## config.mk

```make
export PLATFORM = sky130hd
export DESIGN_NAME = shift_add_multiplier
export DESIGN_NICKNAME = d
export VERILOG_FILES = /design/src/rtl/shift_add_multiplier.sv
export SDC_FILE = /design/constraint.sdc
export NUM_CORES = 1
export LEC_CHECK = 0
export CAP_MARGIN = 20
export CORE_MARGIN = 2
export CORE_UTILIZATION = 34
export DETAILED_ROUTE_END_ITERATION = 8
export PLACE_DENSITY = 0.63
export SLEW_MARGIN = 20
export SYNTH_ARGS = -nofsm -noshare
export SYNTH_HDL_FRONTEND = slang
export SYNTH_SLANG_ARGS = --single-unit
```

## constraint.sdc

```tcl
create_clock -name clk -period 4.39 [get_ports clk]
set_input_delay 1.317 -clock clk [delete_from_list [all_inputs] [get_ports clk]]
set_output_delay 1.317 -clock clk [all_outputs]
set_load 0.01 [all_outputs]
```

## src/rtl/shift_add_multiplier.sv

```systemverilog
// Sequential shift-and-add unsigned multiplier: WIDTH x WIDTH -> 2*WIDTH bits.
// Define SHIFT_ADD_EARLY_TERM_EN to leave CALC as soon as the remaining multiplier bits are zero.
module shift_add_multiplier #(
  parameter int unsigned WIDTH = 4
) (
  input  logic               clk,
  input  logic               rst,
  input  logic               start,
  input  logic [WIDTH-1:0]   a,
  input  logic [WIDTH-1:0]   b,
  output logic [2*WIDTH-1:0] product,
  output logic               busy,
  output logic               done
);

  localparam int unsigned PW = 2 * WIDTH;
  localparam int unsigned CW = $clog2(WIDTH + 1);
  localparam logic [CW-1:0] LAST_STEP = CW'(WIDTH - 1);

  typedef enum logic [1:0] {IDLE, CALC, DONE} state_t;

  state_t          state;
  logic [PW-1:0]   mcand_sh;
  logic [WIDTH-1:0] mplier;
  logic [CW-1:0]   step;
  logic [PW-1:0]   sum;
  logic [PW-1:0]   carry;
  logic            finish_c;

  // Ripple-carry adder; the final carry-out cannot be set for legal operands, so it is not built.
  always_comb begin
    sum   = '0;
    carry = '0;
    for (int i = 0; i < int'(PW); i++) begin
      sum[i] = product[i] ^ mcand_sh[i] ^ carry[i];
      if (i < int'(PW) - 1)
        carry[i+1] = (product[i] & mcand_sh[i]) | (carry[i] & (product[i] ^ mcand_sh[i]));
    end
  end

`ifdef SHIFT_ADD_EARLY_TERM_EN
  // Post-shift multiplier is zero once every bit above bit 0 is clear.
  assign finish_c = (step == LAST_STEP) || (mplier[WIDTH-1:1] == '0);
`else
  assign finish_c = (step == LAST_STEP);
`endif

  always_ff @(posedge clk or posedge rst) begin
    if (rst) begin
      state    <= IDLE;
      product  <= '0;
      busy     <= 1'b0;
      done     <= 1'b0;
      mcand_sh <= '0;
      mplier   <= '0;
      step     <= '0;
    end else begin
      case (state)
        IDLE: begin
          if (start) begin
            mcand_sh <= {{WIDTH{1'b0}}, a};
            mplier   <= b;
            product  <= '0;
            step     <= '0;
            busy     <= 1'b1;
            state    <= CALC;
          end
        end
        CALC: begin
          if (mplier[0])
            product <= sum;
          mcand_sh <= mcand_sh << 1;
          mplier   <= mplier >> 1;
          step     <= step + CW'(1);
          if (finish_c) begin
            busy  <= 1'b0;
            done  <= 1'b1;
            state <= DONE;
          end
        end
        DONE: begin
          done  <= 1'b0;
          state <= IDLE;
        end
        default: state <= IDLE;
      endcase
    end
  end

endmodule
```

==> results of run 1 <==
-- placed cells by master, fill, tap and decap left out, drive strengths merged --
| cell | netlist | layout |
|---|---|---|
| fa | 6 | 6 |
| nand2 | 9 | 9 |
| and4b | 1 | 1 |
| inv | 19 | 19 |
| clkbuf | 1 | 3 |
| xnor2 | 1 | 1 |
| o21bai | 1 | 1 |
| and2 | 1 | 1 |
| a211o | 1 | 1 |
| o22ai | 7 | 7 |
| ha | 3 | 3 |
| dfrtp | 27 | 27 |
| o21ai | 16 | 16 |
| nand3b | 1 | 1 |
| a22o | 9 | 9 |
| a2bb2oi | 3 | 3 |
| nor2 | 1 | 1 |
| clkdlybuf4s50 | 0 | 20 |
| a21oi | 7 | 7 |
| nor2b | 8 | 8 |
| nand2b | 6 | 6 |
| a22oi | 6 | 6 |
| clkinv | 0 | 1 |
-- worst min-delay path: stages, from the launching register on --
cell	delay [ns]
dfrtp_1	0.35
nand2_1	0.04
o21ai_0	0.06
-- cell type report --
cell class | instances | share of cell area [%]
clock inverters | 1 | 0.293
multi-input cells | 87 | 38.2
well taps | 50 | 3.66
flip-flops and latches | 27 | 39.6
inverters | 19 | 4.18
repair buffers | 20 | 11.7
clock buffers | 3 | 2.42
-- flip-flops by register name, indices dropped and copies added, names as in the netlist --
signal	flops
mplier	4
done	1
step	3
busy	1
state	2
mcand_sh	8
product	8
-- worst max-delay path by stage --
stage / cells past startpoint / end / startpoint / slack [ns]
floorplan: 13 / product[7]$_DFFE_PP0P_ / product[0]$_DFFE_PP0P_ / 1.0
global placement: 13 / product[7]$_DFFE_PP0P_ / product[0]$_DFFE_PP0P_ / 1.00
detailed placement: 13 / product[7]$_DFFE_PP0P_ / product[0]$_DFFE_PP0P_ / 0.93
CTS: 13 / product[7]$_DFFE_PP0P_ / product[0]$_DFFE_PP0P_ / 0.91
global route: 13 / product[7]$_DFFE_PP0P_ / product[0]$_DFFE_PP0P_ / 0.79
finish: 13 / product[7]$_DFFE_PP0P_ / product[0]$_DFFE_PP0P_ / 0.92
-- per-stage QoR --
step	utilization [%]	power (mW)	area [sq um]	hold slack, ns
6_report	42.1	1.07	1710	0.489
5_1_grt	42.1	1.17	1710	0.521
3_5_place_dp	40.9	0.938	1660	0.471
2_1_floorplan	-	0.794	1460	0.449
3_3_place_gp	40.9	0.914	1660	0.464
4_1_cts	42.1	1.08	1710	0.493
-- layer usage --
metal,vias to the layer above,part of all wire [%]
met5,-,0
met2,33,51
met4,0,0.38
met1,530,44
met3,2,4.6
li1,512,-
-- kinds of logic (layout without fill, tap and decap cells) --
group | Yosys count | in the layout
fa+ha+maj | 9 | 9
xor+xnor | 1 | 1
simple gates | 27 | 27
buf+inv | 28 | 43
compound gates | 50 | 50
flops | 27 | 27
-- power groups by stage --
| stage | Combinational, mW | Sequential, mW | Clock [mW] |
|---|---|---|---|
| after floorplan | 0.359 | 0.434 | 0 |
| after global placement | 0.439 | 0.475 | 0 |
| after detailed placement | 0.457 | 0.481 | 0 |
| after CTS | 0.460 | 0.476 | 0.147 |
| after global routing | 0.516 | 0.496 | 0.160 |
| final | 0.454 | 0.476 | 0.143 |
==> flow_summary_export.csv, run 1 <==
group,metric,value,unit
final_layout,multi_input_area,652,sq um
routing,dr.first_iter.drc_count,80,
grt,use_met3,3.49,%
setup_path,worstSetupPathType,"reg -> reg",
setup_path,r2r-end,"product[7]$_DFFE_PP0P_",
clock_tree,clkTransAtPathRegs,0.10,ns
setup_path,ff2ff_setup_slack,0.92,ns
floorplanning,fp.dieH,69.5,microns
final_layout,final_cells,207,
timing,tightest_slew,0.760,ns
final_layout,syn2layout_area_growth,17.2,%
worst_hold_path,min_to,"mcand_sh[4]$_DFFE_PP0P_",
synth,syn-num-nets,162,
worst_hold_path,hold_path_depth,2,
synth,synth_edf_count,0,
clock_tree,htreeDepth,1,
grt,grt_pass1_wl,4950,microns
clock_tree,clk_latency,0.27,ns
synth,async_flop_share,100,%
timing,min_period_over_period,79.0,%
floorplanning,core_area,4060,sq um
timing,rsz0062_at_grt,"false",
worst_hold_path,hp-start,"mcand_sh[4]$_DFFE_PP0P_",
grt,antenna_found_initial,0,
setup_path,cp_cell_sequence,"ha_1 > inv_1 > fa_1 > fa_1 > fa_1 > fa_1 > inv_1 > fa_1 > inv_1 > fa_1 > xnor2_1 > and4b_1 > a211o_1",
routing,dr.pass1.iters,5,
synth,synth-seq-cells,27,
grt,grt_max_degree,28,
floorplanning,ios,21,
power,pwr-share-clk,13.3,%
power,p_int,648,uW
synth,syn_inst,142,
setup_path,required,4.55,ns
setup_path,path_delay_family,"adder cells",
synth,synthSimpleGateAreaFrac,10.2,%
setup_path,r2r_cells,13,
setup_path,end_kind,"flop",
timing,finalSetupViolations,0,
placement,place_congestion,0.746,
synth,ys_seq_area_share,46.4,%
final_layout,area.sequential,676,sq um
clock_tree,root_buffer,"clkbuf_8",
timing,min_period,3.47,ns
routing,drcViolationCount,0,
final_layout,fillers,389,
floorplanning,dieArea,4830,sq um
timing,worst_slack,0.922,ns
clock_tree,cts_buffers,3,
power,p_sw,425,uW
floorplanning,start_util,35.9,%
power,pwr-share-comb,42.3,%
clock_tree,cts_resized,0,
synth,ys_top_cells_by_area,"dfrtp_1 (46%), fa_1 (8.2%), o21ai_0 (5.5%)",
synth,ys_top_cells_by_count,"dfrtp_1 (27), inv_1 (19), o21ai_0 (16), a22o_1 (9), nand2_1 (9)",
routing,ant_nets,0,
setup_path,rr_startpoint,"product[0]$_DFFE_PP0P_",
final_layout,antennaDiodeCount,0,
setup_path,crit_top_cell,"fa_1",
timing,max_freq,288,MHz
grt,grt_pass1_vias,1057,
setup_path,cp_slowest_cell,"dfrtp_1",
synth,muxShareOfSynthArea,0,%
grt,grt_use_met2,20.9,%
clock_tree,cts_hold_buf,0,
synth,syn-cell-area,1460,sq um
grt,met1_usage,16.5,%
final_layout,nets,178,
clock_tree,cts_tree,"done",
clock_tree,post_cts_buffers,0,
placement,pre_cts_ws,0.930,ns
grt,grt_usage,12.6,%
routing,avgViaCountPerCell,5.20,
timing,slew_headroom,49.3,%
timing,fin_tns_setup,0,ns
power,vdd_drop_max,344,uV
synth,ys_types,24,
clock_tree,cts_buffer_depth,2,
placement,place_hpwl,1990,microns
grt,grt-busiest-layer,"met2",
synth,synth_fa_ha_area_share,10.8,%
setup_path,path_max_fanout,4,
power,p_sw_share,39.6,%
timing,hold_violations,0,
run,drv_cap,0,
routing,vias,1077,
synth,synth.avg_cell_area,10.3,sq um
synth,yosys_warnings,0,
power,share_seq_of_total_power,44.4,%
setup_path,start_kind,"flop",
setup_path,critPathArrivalTime,3.63,ns
run_status,status,"finished clean",
synth,synth_compound_gate_area_share,23.1,%
routing,drt-total-wl,2910,microns
power,p_leak,0.721,nW
placement,place_inst,203,
worst_hold_path,hold_class,"reg -> reg",
power,power_density,628,nW/um^2
synth,synthFlopType,"dfrtp_1",
floorplanning,die_x,69.5,microns
timing,fin_skew,0.00570,ns
clock_tree,cts_sinks,27,
final_layout,layout-drive-gt1-share,3.82,%
synth,yosysTopAreaCell,"dfrtp_1",
floorplanning,core.rowCount,23,
synth,yosysMostFrequentCell,"dfrtp_1",
synth,post_synth_xor_area_fraction,0.601,%
setup_path,crit_buf_inv,3,
setup_path,slowest_delay,0.40,ns
timing,finalMaxSlewViolations,0,
routing,wire_per_inst,14.1,microns
synth,yosysTopAreaCellShare,46.4,%
placement,io_buffers,20,
grt,overflow,0,
synth,synth_top_family_by_area,"compound AO/OA/AOI/OAI gates",
No activity file was read; power rests on OpenSTA's default activity.
==> run 2, diff against run 1 <==
--- a/config.mk
+++ b/config.mk
@@ -9,7 +9,7 @@
 export CORE_MARGIN = 2
 export CORE_UTILIZATION = 34
 export DETAILED_ROUTE_END_ITERATION = 8
-export PLACE_DENSITY = 0.63
+export PLACE_DENSITY = 0.65
 export SLEW_MARGIN = 20
 export SYNTH_ARGS = -nofsm -noshare
 export SYNTH_HDL_FRONTEND = slang
==> constraint.sdc (replaced) <==
create_clock -name clk -period 2.9 [get_ports clk]
set_input_delay 0.87 -clock clk [delete_from_list [all_inputs] [get_ports clk]]
set_output_delay 0.87 -clock clk [all_outputs]
set_load 0.01 [all_outputs]
==> run 2 against run 1 <==
Against the previous run:
- critical endpoint unchanged
- via count up 1.7%
- the flow now finishes with violations (setup timing)
- sequential power grew 51%
- critical path type unchanged
- combinational power up 70%
- hold slack improved by 0.0045 ns
==> flow_summary_export.csv, run 2 (same netlist as run 1, synthesis figures left out) <==
group,metric,value,unit
run_status,status,"complete, but fails checks",
run_status,violations,"setup timing",
routing,dr.first_iter.drc_count,78,
floorplanning,die_x,69.5,microns
setup_path,ff2ff_setup_slack,-0.36,ns
clock_tree,clkTransAtPathRegs,0.10,ns
final_layout,final_cells,217,
grt,grt_pass1_wl,5110,microns
final_layout,mostFrequentLayoutCells,"dfrtp_1 (27), clkdlybuf4s50_1 (20), inv_1 (17), o21ai_0 (16), buf_4 (10)",
setup_path,end_kind,"flop",
setup_path,crit_buf_inv,3,
grt,met1_usage,16.1,%
floorplanning,core_area,4060,sq um
final_layout,fillers,378,
final_layout,layout-drive-gt1-share,15.0,%
run,drv_cap,0,
setup_path,crit_top_cell,"fa_2",
power,vdd_drop_max,490,uV
setup_path,path_delay_family,"adder cells",
setup_path,r2r_cells,13,
final_layout,fin_util,44.7,%
timing,worst_slack,-0.358,ns
timing,tightest_slew,0.717,ns
final_layout,final_common_cell,"dfrtp_1",
setup_path,slowest_delay,0.37,ns
grt,grt_max_degree,28,
setup_path,r2r-end,"product[7]$_DFFE_PP0P_",
placement,io_buffers,20,
setup_path,worstSetupPathType,"reg -> reg",
worst_hold_path,hp-start,"mcand_sh[4]$_DFFE_PP0P_",
clock_tree,cts_hold_buf,0,
power,power_density,941,nW/um^2
placement,place_hpwl,2080,microns
worst_hold_path,hold_class,"reg -> reg",
floorplanning,start_util,35.9,%
clock_tree,htreeDepth,1,
timing,min_period_over_period,112,%
clock_tree,root_buffer,"clkbuf_8",
placement,place_congestion,0.737,
floorplanning,core.rowCount,23,
setup_path,required,3.06,ns
setup_path,path_max_fanout,2,
setup_path,rr_startpoint,"mcand_sh[0]$_DFFE_PP0P_",
timing,finalMaxSlewViolations,0,
worst_hold_path,min_to,"mcand_sh[4]$_DFFE_PP0P_",
final_layout,final_area,1810,sq um
timing,finalSetupViolations,2,
grt,overflow,0,
timing,hold_violations,0,
clock_tree,cts_sinks,27,
routing,avgViaCountPerCell,5.05,
placement,place_inst,211,
routing,wire_per_inst,13.7,microns
grt,antenna_found_initial,0,
power,finalPower,1.71,mW
final_layout,top_regs,"mcand_sh (8), product (8), mplier (4)",
timing,fin_skew,0.0113,ns
floorplanning,ios,21,
final_layout,nets,188,
grt,grt_usage,13.0,%
timing,min_period,3.26,ns
power,p_leak,0.782,nW
setup_path,cp_slowest_cell,"dfrtp_1",
worst_hold_path,hold_path_depth,2,
floorplanning,fp.dieH,69.5,microns
timing,max_freq,307,MHz
timing,rsz0062_at_grt,"true",
timing,slew_headroom,52.2,%
final_layout,antennaDiodeCount,0,
grt,use_met3,3.34,%
clock_tree,cts_buffer_depth,2,
placement,dpl_cell_area,1740,sq um
routing,drcViolationCount,0,
grt,grt_pass1_vias,1112,
setup_path,critPathArrivalTime,3.41,ns
clock_tree,cts_tree,"done",
grt,grt_use_met2,22.2,%
clock_tree,cts_buffers,3,
routing,vias,1095,
routing,dr.pass1.iters,4,
clock_tree,clk_latency,0.28,ns
floorplanning,dieArea,4830,sq um
routing,drt-total-wl,2970,microns
final_layout,syn2layout_area_growth,24.3,%
grt,grt-busiest-layer,"met2",
setup_path,cp_cell_sequence,"ha_2 > inv_2 > fa_2 > fa_2 > fa_2 > fa_2 > inv_2 > fa_1 > inv_1 > fa_2 > xnor2_1 > and4b_1 > a211o_1",
routing,ant_nets,0,
setup_path,start_kind,"flop",
-- run 2: worst max path at each step --
stage	from	cells after the start	to
3_3_place_gp	mcand_sh[0]$_DFFE_PP0P_	13	product[7]$_DFFE_PP0P_
4_1_cts	mcand_sh[0]$_DFFE_PP0P_	13	product[7]$_DFFE_PP0P_
5_1_grt	mcand_sh[0]$_DFFE_PP0P_	13	product[7]$_DFFE_PP0P_
6_report	mcand_sh[0]$_DFFE_PP0P_	13	product[7]$_DFFE_PP0P_
2_1_floorplan	product[0]$_DFFE_PP0P_	13	product[7]$_DFFE_PP0P_
3_5_place_dp	product[0]$_DFFE_PP0P_	13	product[7]$_DFFE_PP0P_
-- run 2: worst reg2reg max path: cells and delay by family (launching register included) --
family	cells	cell delay (ns)
AO/OA/AOI/OAI	1	0.26
XOR/XNOR	1	0.14
adder cells (fa/ha/maj)	7	2.04
buffers and inverters	3	0.15
flip-flops	1	0.37
AND/OR/NAND/NOR	1	0.19
-- run 2: where the power goes --
part | total, mW | leakage (nW) | switching (mW) | internal [mW]
clock network | 0.215 | 0.0255 | 0.118 | 0.0963
registers | 0.719 | 0.348 | 0.195 | 0.524
logic | 0.772 | 0.408 | 0.349 | 0.422
total | 1.71 | 0.782 | 0.663 | 1.04
-- run 2: through the flow --
stage	hold slack (ns)	TNS, ns	setup slack [ns]
2_1_floorplan	0.449	-0.614	-0.344
3_3_place_gp	0.465	-0.539	-0.277
4_1_cts	0.498	-0.685	-0.362
3_5_place_dp	0.474	-0.638	-0.338
5_1_grt	0.545	-0.976	-0.480
6_report	0.493	-0.673	-0.358
-- run 2: repair_timing --
action,in CTS,in global routing
gates resized for setup,3,0
pin swaps,2,0
setup endpoints to repair,3,3
buffers inserted,0,2
-- run 2: area by class of cell --
cell class / instances / area [sq um] / area share (%)
Clock inverter: 1 / 5.00 / 0.276
Timing Repair Buffer: 30 / 275 / 15.2
Multi-Input combinational cell: 87 / 681 / 37.6
Inverter: 19 / 71.3 / 3.94
Clock buffer: 3 / 41.3 / 2.28
Tap cell: 50 / 62.6 / 3.45
Sequential cell: 27 / 676 / 37.3
-- run 2: metal layers --
layer / vias to the layer above / share of wire (%)
li1: 535 / -
met1: 536 / 45
met2: 22 / 51
met3: 2 / 3.6
met4: 0 / 0.91
met5: - / 0
